**src/rtl/amiga_dtack_gen_if.sv**
```systemverilog
// 68000-side bus signals between the CPU/decode logic and the DTACK generator.
// All signals are active-low where the name ends in _n.
interface amiga_dtack_gen_if;
  logic as_n;
  logic rome_n;
  logic chip_sel;
  logic dbr_n;
  logic xrdy;
  logic ovr_n;
  logic dtack_n;
  logic berr_n;
  logic busy;

  modport master (
    output as_n, rome_n, chip_sel, dbr_n, xrdy, ovr_n,
    input  dtack_n, berr_n, busy
  );

  modport slave (
    input  as_n, rome_n, chip_sel, dbr_n, xrdy, ovr_n,
    output dtack_n, berr_n, busy
  );
endinterface

```
**src/rtl/amiga_dtack_gen.sv**
```systemverilog
// DTACK generator for 68000 ROM and chip-space cycles with wait-state insertion.
// Define AMIGA_DTACK_BERR_EN to build in the bus-error watchdog and BERR state.
//
// state   | meaning
// --------+-------------------------------------------------------------
// S_IDLE  | no CPU cycle in progress, counters cleared
// S_ROM   | ROM cycle, counting down ROM wait states
// S_CARB  | chip cycle, waiting for Agnus to release the bus and XRDY
// S_CWAIT | chip cycle, counting down chip wait states
// S_UNMAP | unmapped access, never acknowledged
// S_ACK   | DTACK asserted until AS rises
// S_BERR  | BERR asserted until AS rises (watchdog build only)
module amiga_dtack_gen #(
  parameter int unsigned ROM_WAIT  = 2,
  parameter int unsigned CHIP_WAIT = 4,
  parameter int unsigned TIMEOUT   = 1024
) (
  input logic               clk,
  input logic               rst,
  amiga_dtack_gen_if.slave  bus
);

  typedef enum logic [2:0] {
    S_IDLE  = 3'd0,
    S_ROM   = 3'd1,
    S_CARB  = 3'd2,
    S_CWAIT = 3'd3,
    S_UNMAP = 3'd4,
    S_ACK   = 3'd5
`ifdef AMIGA_DTACK_BERR_EN
    ,
    S_BERR  = 3'd6
`endif
  } state_t;

  localparam logic [7:0] ROM_LOAD  = 8'(ROM_WAIT);
  localparam logic [7:0] CHIP_LOAD = 8'(CHIP_WAIT);

  state_t     state;
  state_t     state_nxt;
  logic [7:0] cnt;
  logic [7:0] cnt_nxt;
  logic       dtack_q;
  logic       berr_q;
  logic       busy_q;
  logic       waiting;

  // States in which the CPU is still waiting for a response; AS rising here aborts.
  assign waiting = (state == S_ROM) || (state == S_CARB) ||
                   (state == S_CWAIT) || (state == S_UNMAP);

`ifdef AMIGA_DTACK_BERR_EN
  localparam logic [15:0] WD_LAST = 16'(TIMEOUT - 1);

  logic [15:0] wd;
  logic [15:0] wd_nxt;
  logic        wd_expired;

  assign wd_expired = waiting && (wd == WD_LAST);
`endif

  always_comb begin
    state_nxt = state;
    cnt_nxt   = cnt;

    case (state)
      S_IDLE: begin
        cnt_nxt = 8'd0;
        if (!bus.as_n && bus.ovr_n) begin
          if (!bus.rome_n) begin
            state_nxt = S_ROM;
            cnt_nxt   = ROM_LOAD;
          end else if (bus.chip_sel) begin
            state_nxt = S_CARB;
          end else begin
            state_nxt = S_UNMAP;
          end
        end
      end
      S_ROM: begin
        if (cnt == 8'd0) state_nxt = S_ACK;
        else             cnt_nxt   = cnt - 8'd1;
      end
      S_CARB: begin
        if (bus.dbr_n && bus.xrdy) begin
          state_nxt = S_CWAIT;
          cnt_nxt   = CHIP_LOAD;
        end
      end
      S_CWAIT: begin
        // DMA grabbing the bus forces a fresh arbitration and a full wait count.
        if (!bus.dbr_n) begin
          state_nxt = S_CARB;
        end else if (bus.xrdy) begin
          if (cnt == 8'd0) state_nxt = S_ACK;
          else             cnt_nxt   = cnt - 8'd1;
        end
      end
      S_UNMAP: begin
        state_nxt = S_UNMAP;
      end
      S_ACK: begin
        if (bus.as_n) state_nxt = S_IDLE;
      end
`ifdef AMIGA_DTACK_BERR_EN
      S_BERR: begin
        if (bus.as_n) state_nxt = S_IDLE;
      end
`endif
      default: begin
        state_nxt = S_IDLE;
      end
    endcase

`ifdef AMIGA_DTACK_BERR_EN
    // A normal acknowledge on the same edge takes precedence over the timeout.
    if (wd_expired && (state_nxt != S_ACK)) state_nxt = S_BERR;
`endif

    if (waiting && bus.as_n)                  state_nxt = S_IDLE;
    if ((state != S_IDLE) && !bus.ovr_n)      state_nxt = S_IDLE;
    if (state_nxt == S_IDLE)                  cnt_nxt   = 8'd0;
  end

`ifdef AMIGA_DTACK_BERR_EN
  // Counts the edge that leaves IDLE too, so BERR lands TIMEOUT-1 edges after decode.
  always_comb begin
    wd_nxt = 16'd0;
    if ((state_nxt == S_ROM) || (state_nxt == S_CARB) ||
        (state_nxt == S_CWAIT) || (state_nxt == S_UNMAP)) begin
      wd_nxt = wd + 16'd1;
    end
  end

  always_ff @(posedge clk) begin
    if (rst) wd <= 16'd0;
    else     wd <= wd_nxt;
  end
`endif

  always_ff @(posedge clk) begin
    if (rst) begin
      state   <= S_IDLE;
      cnt     <= 8'd0;
      dtack_q <= 1'b1;
      berr_q  <= 1'b1;
      busy_q  <= 1'b0;
    end else begin
      state   <= state_nxt;
      cnt     <= cnt_nxt;
      dtack_q <= (state_nxt != S_ACK);
`ifdef AMIGA_DTACK_BERR_EN
      berr_q  <= (state_nxt != S_BERR);
`else
      berr_q  <= 1'b1;
`endif
      busy_q  <= (state_nxt != S_IDLE);
    end
  end

  assign bus.dtack_n = dtack_q;
  assign bus.berr_n  = berr_q;
  assign bus.busy    = busy_q;

endmodule

```
**src/flat_wrapper.sv**
```systemverilog
// flat-port wrapper written by rule: the top's interface ports become plain ports
module amiga_dtack_gen_flat 
#(
  parameter int unsigned ROM_WAIT  = 2,
  parameter int unsigned CHIP_WAIT = 4,
  parameter int unsigned TIMEOUT   = 1024
)
  (clk, rst, bus_as_n, bus_rome_n, bus_chip_sel, bus_dbr_n, bus_xrdy, bus_ovr_n, bus_dtack_n, bus_berr_n, bus_busy);
  amiga_dtack_gen_if bus_i ();
  input logic clk;
  input logic rst;
  input wire logic [$bits(bus_i.as_n)-1:0] bus_as_n;
  input wire logic [$bits(bus_i.rome_n)-1:0] bus_rome_n;
  input wire logic [$bits(bus_i.chip_sel)-1:0] bus_chip_sel;
  input wire logic [$bits(bus_i.dbr_n)-1:0] bus_dbr_n;
  input wire logic [$bits(bus_i.xrdy)-1:0] bus_xrdy;
  input wire logic [$bits(bus_i.ovr_n)-1:0] bus_ovr_n;
  output wire logic [$bits(bus_i.dtack_n)-1:0] bus_dtack_n;
  output wire logic [$bits(bus_i.berr_n)-1:0] bus_berr_n;
  output wire logic [$bits(bus_i.busy)-1:0] bus_busy;
  assign bus_i.as_n = bus_as_n;
  assign bus_i.rome_n = bus_rome_n;
  assign bus_i.chip_sel = bus_chip_sel;
  assign bus_i.dbr_n = bus_dbr_n;
  assign bus_i.xrdy = bus_xrdy;
  assign bus_i.ovr_n = bus_ovr_n;
  assign bus_dtack_n = bus_i.dtack_n;
  assign bus_berr_n = bus_i.berr_n;
  assign bus_busy = bus_i.busy;
  amiga_dtack_gen #(.ROM_WAIT(ROM_WAIT), .CHIP_WAIT(CHIP_WAIT), .TIMEOUT(TIMEOUT)) u_core (.clk(clk), .rst(rst), .bus(bus_i));
endmodule
```
**config.mk**
```make
export PLATFORM = sky130hd
export DESIGN_NAME = amiga_dtack_gen_flat
export DESIGN_NICKNAME = d
export VERILOG_FILES = /design/src/rtl/amiga_dtack_gen_if.sv /design/src/rtl/amiga_dtack_gen.sv /design/src/flat_wrapper.sv
export SDC_FILE = /design/constraint.sdc
export NUM_CORES = 1
export LEC_CHECK = 0
export ABC_AREA = 1
export ABC_CLOCK_PERIOD_IN_PS = 1870
export BUFFER_PORTS_ARGS = -buffer_cell sky130_fd_sc_hd__buf_2
export CORE_MARGIN = 3
export CORE_UTILIZATION = 30
export CTS_CLUSTER_SIZE = 28
export DETAILED_ROUTE_END_ITERATION = 16
export PLACE_DENSITY = 0.43
export SETUP_SLACK_MARGIN = 0.4
export SYNTH_ARGS = -nofsm -noshare
export SYNTH_HDL_FRONTEND = slang
export SYNTH_SLANG_ARGS = --single-unit
```
**constraint.sdc**
```tcl
create_clock -name clk -period 1.87 [get_ports clk]
set_input_delay 0.374 -clock clk [delete_from_list [all_inputs] [get_ports clk]]
set_output_delay 0.374 -clock clk [all_outputs]
set_load 0.01 [all_outputs]
```
==> metrics <==
status finished, final reports clean; fmax 710 MHz; vias in the first global route 863; Avg Vias per Cell 4.69; Seq/Total Area, Yosys 26.2%; design area 0.00127 mm²; Die Span X 63.6 µm; Mean Syn Cell Area 6.50 µm²; core area 0.00310 mm²; post-detail-place hpwl 1.70 mm; flip-flop and latch count after synthesis 13; Non-Filler Instances 216; antenna-violating nets left 0; Yosys warning total 0; Placed Area 0.00107 mm²; input/output buffers 9; nets 183; setup violators final 0; chip height 63.6 µm; commonest non-fill, non-tap cells in the layout 29 x nand2_1, 20 x nor2_1, 15 x inv_2; Hold Buf Count CTS 0; Final Hold Fails 0; multi-input combinational cell area 726 µm²; number of detailed-route iterations in the first pass 4; H-tree Lvls 1; CP startpoint kind flip-flop; CTS root buf clkbuf_4; clock sink count 13; deepest clock path buffer count 2; Skew-Pair Late Insertion Delay 0.28 ns; Tot GR Track Use 11.8%; # diodes 0; Max-Cap Viols 0; DIE AREA 0.00404 mm²; Clock transition at path regs 0.08 ns; total placed cells including tap cells 204; fill count 343; Worst Path Required 2.10 ns; Setup TNS 0 ns; Initial DRC Count 18; most common cell after layout, fill and taps aside nand2_1; Hold Crit Class in -> reg; CTS buffer count 3; Register Area 272 µm²; Residual DRC 0; Final Cycle Share 75.3%; syn nets 163; Slew Limit Fails 0; gpl congestion 0.785; worst setup path category reg -> reg; global-route wire length before repair 3.75 mm; Leak Pwr 0.593 nW; IO Pins 11; total wire length 2.50 mm; power per cell area 742 mW/mm²; total grt overflow 0; Avg WL per Cell 11.6 µm; Synth cell types 26; Worst Path Max Fanout 5; Max VDD drop 0.000381 V; Synth Cell Area 995 µm²; Mapped Cells 153; Starting Density 32.1%; crit end category flip-flop; RSZ-0062 raised after global routing true; CTS tree done; vias 1013; Fin Clk Skew 0.00123 ns; Layout Area Growth over Synthesis 27.5%; setup slack, reg-to-reg 0.46 ns; crit path time final 1.41 ns; # rows 20; Worst Path Arrival 1.64 ns; share of post-route cells with drive strength above 1 41.3%; initial antenna violation count 0; pin count of the biggest net entering global routing 17
-- through the flow --
step	power (mW)	worst slack [ns]	hold WS [ns]	utilization (%)
2_1_floorplan	0.600	0.477	0.447	-
3_3_place_gp	0.661	0.269	0.541	34.6
3_5_place_dp	0.656	0.291	0.533	34.6
4_1_cts	0.856	0.405	0.304	36.5
5_1_grt	1.02	0.349	0.291	40.9
6_report	0.942	0.462	0.307	40.9
-- registers in the layout, indices dropped and copies added, names as in the netlist --
signal	flops
u_core.cnt	8
u_core.state	3
u_core.bus.busy	1
u_core.bus.dtack_n	1
-- worst max-delay path: stages (launching register included) --
cell and delay (ns):
dfxtp_2 0.34, inv_2 0.07, ha_4 0.12, inv_2 0.03
nor2_4 0.11, nand3_1 0.10, nand2_1 0.10, nor2_2 0.05
nand2_4 0.10, nand3_4 0.11, buf_4 0.17, inv_2 0.03
-- final cells by class --
cell class	count	area share [%]
Sequential cell	13	21.4
Clock inverter	1	0.394
Inverter	26	7.79
Multi-Input combinational cell	114	57.2
Clock buffer	3	1.78
Timing Repair Buffer	15	7.10
Tap cell	44	4.34
-- repair_timing --
action,CTS,global route
endpoints found under the hold margin,0,0
setup buffers,1,4
gates cloned,1,2
gates resized for setup,6,26
endpoints found under the setup margin,9,11
pin swaps,2,5
-- power breakdown --
part           leakage (nW)  internal [mW]  switching (mW)
Combinational         0.467          0.166           0.272
Clock                0.0177         0.0795          0.0997
Sequential            0.108          0.300          0.0245
-- synthesized netlist by cell type (all sizes together) --
library cell	n	area share, %
buf	3	3.0
a31oi	1	0.63
o21ai	9	5.7
xor2	1	0.88
conb	1	0.38
a21oi	12	6.0
nand2	38	17
nand3b	1	2.0
nand4	2	1.9
nor2	27	13
inv	25	9.4
dfxtp	13	26
clkinv	1	0.50
nand3	17	11
ha	2	2.5
-- final timing paths --
check | start | endpoint | cells past startpoint
setup reg to reg | u_core.cnt[1] | u_core.state[2] | 11
setup / recovery | u_core.cnt[1] | u_core.state[2] | 11
hold / removal | rst | u_core.state[0] | 2
hold reg to reg | u_core.cnt[7] | u_core.cnt[7] | 2
-- cell families (layout without fill, tap and decap cells) --
kind of cell	count (synthesis)	count (layout)	share of synthesized area [%]
fa+ha+maj	2	2	2.52
xor+xnor	1	1	0.881
simple gates	85	87	44.8
buf+inv	29	45	13.0
other cells	1	1	0.377
flops	13	13	26.2
compound gates	22	23	12.3
-- layer usage --
layer | global-route usage, % | up-vias | wire [µm]
met5 | 0 | - | 0
met4 | 4.85 | 0 | 82
met3 | 2.67 | 7 | 107
met2 | 19.6 | 25 | 1220
met1 | 14.7 | 455 | 1090
li1 | - | 526 | -
Note: power is estimated with default switching activity, not from simulation.
